[config.mk]
export PLATFORM = sky130hd
export DESIGN_NAME = sdram_frame_rd
export DESIGN_NICKNAME = d
export VERILOG_FILES = /design/src/rtl/sdram_frame_rd.sv
export SDC_FILE = /design/constraint.sdc
export NUM_CORES = 1
export LEC_CHECK = 0
export BUFFER_PORTS_ARGS = -buffer_cell sky130_fd_sc_hd__buf_4
export CAP_MARGIN = 5
export CORE_MARGIN = 2
export CORE_UTILIZATION = 35
export DETAILED_ROUTE_END_ITERATION = 6
export HOLD_SLACK_MARGIN = 0.05
export SYNTH_ARGS = -nofsm -noshare
export SYNTH_HDL_FRONTEND = slang
export SYNTH_SLANG_ARGS = --single-unit
[constraint.sdc]
create_clock -name S_CLK -period 4.1 [get_ports S_CLK]
set_input_delay 0.615 -clock S_CLK [delete_from_list [all_inputs] [get_ports S_CLK]]
set_output_delay 0.615 -clock S_CLK [all_outputs]
set_load 0.005 [all_outputs]
[src/rtl/sdram_frame_rd.sv]
// rtl/sdram_frame_rd.sv - read-side SDRAM frame sequencer with show-ahead pixel FIFO
module sdram_frame_rd #(
    parameter int                ADDR_W      = 20,
    parameter int                DATA_W      = 16,
    parameter logic [ADDR_W-1:0] BASE_ADDR   = '0,
    parameter int                FRAME_WORDS = 300,
    parameter int                BURST_LEN   = 8,
    parameter int                FIFO_AW     = 4
) (
    input  logic              S_CLK,
    input  logic              RST_N,
    input  logic              frame_start,
    output logic              rd_en,
    output logic [ADDR_W-1:0] addr,
    input  logic              rd_ack,
    input  logic [DATA_W-1:0] rd_data,
    output logic              pix_valid,
    output logic [DATA_W-1:0] pix_data,
    input  logic              pix_req,
    output logic              busy,
    output logic              frame_done
);
    localparam int DEPTH  = 1 << FIFO_AW;
    localparam int CNT_W  = $clog2(FRAME_WORDS + 1);
    localparam int BEAT_W = $clog2(BURST_LEN + 1);

    typedef enum logic [1:0] {IDLE, CHECK, READ, DONE} state_t;

    state_t             state_q, state_d;
    logic [CNT_W-1:0]   word_cnt_q, word_cnt_d;
    logic [BEAT_W-1:0]  beat_cnt_q, beat_cnt_d;
    logic               rd_en_d, busy_d, done_d;
    logic [ADDR_W-1:0]  addr_d;

    logic [DATA_W-1:0]  mem [DEPTH];
    logic [FIFO_AW-1:0] wr_ptr, rd_ptr;
    logic [FIFO_AW:0]   count;
    logic               ack_ok, push, pop, full, empty;

    logic [31:0]        remaining, burst, free_after;
    logic               last_word, last_beat;

    assign empty     = (count == '0);
    assign full      = (count == (FIFO_AW+1)'(DEPTH));
    assign pix_valid = !empty;
    assign pix_data  = empty ? '0 : mem[rd_ptr];
    assign pop       = pix_req && !empty;
    assign ack_ok    = (state_q == READ) && rd_en && rd_ack;
    // A push into a full FIFO cannot happen while the CHECK gate holds; drop it if it ever does.
    assign push      = ack_ok && !full;

    always_ff @(posedge S_CLK or negedge RST_N) begin
        if (!RST_N) begin
            wr_ptr <= '0;
            rd_ptr <= '0;
            count  <= '0;
        end else begin
            if (push) wr_ptr <= wr_ptr + FIFO_AW'(1);
            if (pop)  rd_ptr <= rd_ptr + FIFO_AW'(1);
            case ({push, pop})
                2'b10:   count <= count + (FIFO_AW+1)'(1);
                2'b01:   count <= count - (FIFO_AW+1)'(1);
                default: ;
            endcase
        end
    end

    always_ff @(posedge S_CLK) begin
        if (push) mem[wr_ptr] <= rd_data;
    end

    // Free space counts the slot released by this cycle's pop so a burst can start a cycle earlier.
    assign remaining  = 32'(FRAME_WORDS) - 32'(word_cnt_q);
    assign burst      = (remaining < 32'(BURST_LEN)) ? remaining : 32'(BURST_LEN);
    assign free_after = 32'(DEPTH) - 32'(count) + 32'(pop);
    assign last_word  = (32'(word_cnt_q) == 32'(FRAME_WORDS - 1));
    assign last_beat  = (32'(beat_cnt_q) == 32'(BURST_LEN - 1)) || last_word;

    always_comb begin
        state_d    = state_q;
        rd_en_d    = rd_en;
        addr_d     = addr;
        busy_d     = busy;
        done_d     = 1'b0;
        word_cnt_d = word_cnt_q;
        beat_cnt_d = beat_cnt_q;
        case (state_q)
            IDLE: begin
                if (frame_start) begin
                    addr_d     = BASE_ADDR;
                    word_cnt_d = '0;
                    busy_d     = 1'b1;
                    state_d    = CHECK;
                end
            end
            CHECK: begin
                if (free_after >= burst) begin
                    rd_en_d    = 1'b1;
                    beat_cnt_d = '0;
                    state_d    = READ;
                end
            end
            READ: begin
                if (ack_ok) begin
                    addr_d     = addr + ADDR_W'(1);
                    word_cnt_d = word_cnt_q + CNT_W'(1);
                    beat_cnt_d = beat_cnt_q + BEAT_W'(1);
                    if (last_beat) begin
                        rd_en_d = 1'b0;
                        if (last_word) begin
                            done_d  = 1'b1;
                            state_d = DONE;
                        end else begin
                            state_d = CHECK;
                        end
                    end
                end
            end
            DONE: begin
                busy_d  = 1'b0;
                state_d = IDLE;
            end
            default: state_d = IDLE;
        endcase
    end

    always_ff @(posedge S_CLK or negedge RST_N) begin
        if (!RST_N) begin
            state_q    <= IDLE;
            rd_en      <= 1'b0;
            addr       <= BASE_ADDR;
            busy       <= 1'b0;
            frame_done <= 1'b0;
            word_cnt_q <= '0;
            beat_cnt_q <= '0;
        end else begin
            state_q    <= state_d;
            rd_en      <= rd_en_d;
            addr       <= addr_d;
            busy       <= busy_d;
            frame_done <= done_d;
            word_cnt_q <= word_cnt_d;
            beat_cnt_q <= beat_cnt_d;
        end
    end
endmodule

== Yosys cells after proc, flatten, opt, wreduce, memory -nomap -nowiden ==
Memory sizes are Yosys's and may differ from the RTL's.
Cells that the tools add are included.

* $add $sub $neg: 10
* Multipliers: 0
* Divide/modulo/power cells: 0
* $lt $le $gt $ge: 2
* Equal/unequal tests: 12
* Shifts and indexed selects: 0
* Muxes and demuxes: 30
* Bitwise gates (word level): 0
* Reduce and logical (&&, ||, !) cells: 18

{| class="wikitable"
|+ Operator list
! operator !! count
|-
| 20-bit 2-to-1 mux || 2
|-
| 20-bit one-hot mux with 2 select lines || 1
|-
| 32-bit greater-or-equal comparator || 1
|-
| 32-bit by 4-bit less-than comparator with 1-bit output, second input constant || 1
|-
| 32-bit 2-to-1 mux || 1
|-
| 20-bit by 1-bit adder with 20-bit output, second input constant || 1
|-
| 9-bit 2-to-1 mux || 2
|-
| 9-bit one-hot mux with 2 select lines || 1
|-
| 16-bit 2-to-1 mux || 1
|-
| 4-bit by 1-bit adder with 4-bit output, second input constant || 3
|-
| 1-bit 2-to-1 mux || 10
|-
| 2-bit 2-to-1 mux || 5
|-
| 5-bit one-hot mux with 2 select lines || 1
|-
| 9-bit by 9-bit subtractor with 10-bit output, first input constant || 1
|-
| 9-bit by 1-bit adder with 9-bit output, second input constant || 1
|-
| 9-bit == test, second input constant || 1
|-
| 4-bit 2-to-1 mux || 2
|-
| 2-bit inequality test, second input constant || 4
|-
| 2-bit one-hot mux with 4 select lines || 1
|-
| 4-bit one-hot mux with 2 select lines || 1
|-
| 4-bit AND reduction || 2
|-
| 2-bit nonzero test || 4
|-
| 6-bit by 2-bit adder with 7-bit output || 1
|-
| 2-bit == test, second input constant || 3
|-
| 14 further kinds || 21
|}

* Register bits: 51
* Bits in latches: 0
* RAM bits: 256
* Memory bits (read-only): 0
* Bits of input ports: 21
* Output and inout port bits: 40
* Word-level logic and storage cells: 83
* Memories kept: 1

{| class="wikitable"
|+ Memories
! memory !! words !! bits a word !! read ports !! clocked after Yosys merged registers in !! write ports !! RTL line !! source
|-
| mem || 16 || 16 || 1 || 0 || 1 || 35 || <nowiki>logic [DATA_W-1:0] mem [DEPTH];</nowiki>
|}

== Longest topological paths before layout ==
* Word-level depth: 7
* Mapped depth: 17
* Gate-level depth less buffers: 16

== Worst setup path after synthesis ==
OpenSTA, ideal clock, no wires.

* Path type: register to register
* Start: register count[0]
* End: register rd_en
* Library setup time: 0.119 ns
* Arrival: 3.545 ns
* Required time: 3.981 ns
* Slack: 0.437 ns
* Cell stages (with the launch flop): 16
* Period minus slack after synthesis: 3.663 ns
* Cell sequence: dfrtp_1 -> inv_1 -> ha_1 -> nor3b_1 -> ha_1 -> nor2b_1 -> clkbuf_1 -> ha_1 -> ha_1 -> a311o_2 -> inv_1 -> ha_1 -> a21o_1 -> a221oi_1 -> a21oi_4 -> a21o_2

* Word-level cells in the longest chain between the ends: 7

{| class="wikitable"
|+ Ends and longest elaborated chain
! item !! RTL line !! source
|-
| start: declaration || 37 || <nowiki>logic [FIFO_AW:0] count;</nowiki>
|-
| start signal: assignment || 61 || <nowiki>2'b10: count <= count + (FIFO_AW+1)'(1);</nowiki>
|-
| start signal: assignment || 62 || <nowiki>2'b01: count <= count - (FIFO_AW+1)'(1);</nowiki>
|-
| 5-bit logical NOT || 43 || <nowiki>assign empty = (count == '0);</nowiki>
|-
| 1-bit logical NOT || 47 || <nowiki>assign pop = pix_req && !empty;</nowiki>
|-
| 1-bit logical AND || 47 ||
|-
| net pop || 38 || <nowiki>logic ack_ok, push, pop, full, empty;</nowiki>
|-
| 6-bit by 2-bit adder with 7-bit output || 75 || <nowiki>assign free_after = 32'(DEPTH) - 32'(count) + 32'(pop);</nowiki>
|-
| 32-bit greater-or-equal comparator || 97 || <nowiki>if (free_after >= burst) begin</nowiki>
|-
| 2-bit inequality test (no line) || - ||
|-
| 4-bit AND reduction (no line) || - ||
|-
| end signal: assignment || 138 || <nowiki>rd_en <= rd_en_d;</nowiki>
|-
| end: declaration || 13 || <nowiki>output logic rd_en,</nowiki>
|}

The timed path passes the listed nets, and every way through them passes these cells.
A chain may end at the register's enable or synchronous reset.

== Worst setup path after layout ==
* Start: register count[0]
* End: output pix_data[1]

* Word-level cells in the longest chain between the ends: 2

{| class="wikitable"
|+ Ends and longest elaborated chain
! item !! RTL line !! source
|-
| 5-bit logical NOT || 43 ||
|-
| 16-bit 2-to-1 mux || 46 || <nowiki>assign pix_data = empty ? '0 : mem[rd_ptr];</nowiki>
|-
| end: declaration || 18 || <nowiki>output logic [DATA_W-1:0] pix_data,</nowiki>
|}

No other way between the ends.

==> results.txt <==
Synth Area in Compound Gates: 0.0578
ant diodes: 0
post-route cell area: 15500 µm²
Yosys cell types: 64
most frequent cells in the layout: 256 x edfxtp_1, 83 x buf_4, 69 x nand2_1
max_slew headroom: 0.491
Yosys warnings: 0
Yosys reg bits: 307
cell taking the most area after synthesis: edfxtp_1
Hold WC Path Type: input port to async pin
post-cts hold buffer count: 0
worst reg-to-reg setup slack: 0.32 ns
die width: 198 µm
Rows: 71
XOR/XNOR share of the synthesized area: 0.0259
fraction of layout cells with a size suffix above 1: 0.243
CP required: 3.48 ns
routed vias/inst: 4.98
crit end category: output port
DRT iter0 DRCs: 438
Die Area: 39200 µm²
count of final hold-check violations: 0
critical path data arrival time: 3.20 ns
P&R area growth vs syn: 17.6%
commonest non-fill, non-tap cell in the layout: edfxtp_1
Mapped Area: 13200 µm²
CTS Root Cell: clkbuf_16
P_leak: 5.49 nW
die span in y: 198 µm
ys flop type: edfxtp_1
wire per inst: 18.9 µm
fraction of registers with async set/reset: 0.166
gr ovfl total: 0
HPWL after DPL: 16.6 mm
R2R cell count: 16
Max Clk Rate: 262 MHz
max cap viols: 0
Sink Count: 307
Worst R2R Start: count[0]
clock buffer depth: 3
Synth Instances: 840
clock skew: 0.0186 ns
slowest CP cell: or2_2
I/O pin total: 61
Final setup viols: 0
status: finished, final reports clean
Worst Setup Start Kind: flip-flop
Num CTS Buffers: 36
Max IR drop VDD: 0.428 mV
pwr/cell area: 631 nW/µm²
Mean Syn Cell Area: 15.7 µm²
fin crit period: 3.81 ns
post-synthesis mux area share: 0.108
Synth top area share: 0.584
Post-synth EDFFs: 256
GPL Wtd Cong: 0.746
Final Net Count: 976
Final period util: 0.929
number of global-route vias before repair: 7419
clock slew at reported path FFs: 0.05 ns
H-tree Lvls: 2
drt pass-1 iters: 4
GRT Overall Usage: 0.144
CTS tree: built
antenna violations before repair: 0
Placeable Area: 37400 µm²
ANT nets after route: 0
Clk Latency, worst-skew pair: 0.53 ns
residual DRC count: 0
Seq/Total Area, Yosys: 0.681
crit-path cells: inv_1, ha_1, nor3b_1, ha_1, or2_2, a211oi_1, o21ai_0, nand2_1, buf_4
final core occ: 0.414
maximum fanout along the worst path: 16
Largest stage delay, worst path: 0.50 ns
largest net degree at the start of global routing: 52
Slew Viols, Final: 0
Initial Util: 0.352
reg2reg end: rd_en
kind of critical path: flip-flop to output port
leading post-synthesis cells by cell area: edfxtp_1 58%, dfrtp_1 9.7%, mux4_2 6.5%
Synth Area in Simple Gates: 0.0778
drt total wl: 27.7 mm
global-route wire length before repair: 43.1 mm
dpl cell area: 14400 µm²
IO Port Bufs: 60
Worst path most repeated cell: ha_1
Adder-Cell Fraction of Synth Area: 0.0262
Slew @ Worst Pin: 0.762 ns
largest family of logic cells by synthesized area: multiplexers
vias post-DR: 7299
synthesized netlist by cell type (all sizes together) (2+ instances only):
library cell  number
a31oi              2
and2               4
a22o               2
nand4             16
nand3             17
xor2              24
nand2b             6
a32oi              2
buf               25
nor3b              3
ha                26
nor2              50
a22oi              8
mux2i             35
and3              11
edfxtp           256
mux2              15
inv               15
nor3               6
or2                2
nor2b             17
a21o               4
clkbuf            16
o21ai             32
nand2             69
xnor2             15
a21oi             16
o211ai            16
a211oi            19
nor4               4
dfrtp             51
o22ai              3
mux4              40
cell type report:
type | count | area [µm²]
flip-flops and latches | 307 | 8970
repair buffers | 88 | 723
multi-input cells | 479 | 3970
well taps | 511 | 639
inverters | 16 | 63.8
clock buffers | 46 | 948
clock inverters | 20 | 163
fillers | 3381 | 21900
metrics by stage:
step / hold slack, ns / worst slack, ns / std cells / power, mW / TNS [ns]
after floorplan: 0.319 / 0.437 / 843 / 5.93 / 0
after global placement: 0.504 / 0.337 / 1400 / 6.86 / 0
after detailed placement: 0.507 / 0.279 / 1400 / 6.88 / 0
after CTS: 0.159 / 0.00148 / 1466 / 9.90 / 0
after global routing: 0.174 / -0.00788 / 1467 / 10.3 / -0.00788
final: 0.134 / 0.290 / 1467 / 9.77 / 0
worst max-delay path, delay by kind of cell, from the launching register on:
family | cells | cell delay [ns]
buffers and inverters | 2 | 0.23
AO/OA/AOI/OAI | 2 | 0.65
adder cells (fa/ha/maj) | 2 | 0.53
flip-flops | 1 | 0.43
AND/OR/NAND/NOR | 3 | 0.84
logic make-up after synthesis:
group,after synthesis
flip-flops,307
other,1
adder cells (fa/ha/maj),27
buffers and inverters,57
AO/OA/AOI/OAI,111
AND/OR/NAND/NOR,208
multiplexers,90
XOR/XNOR,39
power by group:
group / internal (mW) / switching [mW] / total [mW]
registers: 3.54 / 0.293 / 3.83
logic: 1.40 / 1.56 / 2.96
clock network: 1.72 / 1.26 / 2.98
total: 6.66 / 3.11 / 9.77
flip-flops by register name (all words and copies together), names as in the netlist:
| register | cells |
|---|---|
| word_cnt_q | 9 |
| addr | 20 |
| rd_ptr | 4 |
| busy | 1 |
| beat_cnt_q | 4 |
| count | 5 |
| frame_done | 1 |
| wr_ptr | 4 |
| state_q | 2 |
| rd_en | 1 |
| mem | 256 |
how the worst max path moves through the flow:
stage | end | slack (ns) | start
2_1_floorplan | rd_en | 0.44 | count[0]
3_3_place_gp | rd_en | 0.34 | count[0]
3_5_place_dp | rd_en | 0.28 | count[0]
4_1_cts | pix_data[4] | 0.001 | count[0]
5_1_grt | rd_en | -0.008 | count[0]
6_report | pix_data[1] | 0.29 | count[0]
what timing repair did:
action / in CTS / in global routing
setup endpoints to repair: 0 / 18
buffers inserted: 0 / 1
resized for setup: 0 / 2
metal layers:
layer,share of wire,vias up,track usage
li1,-,3402,-
met1,0.46,3736,0.194
met2,0.49,122,0.244
met3,0.033,39,0.0230
met4,0.019,0,0.0404
met5,0,-,0
No activity file was read; power rests on OpenSTA's default activity.
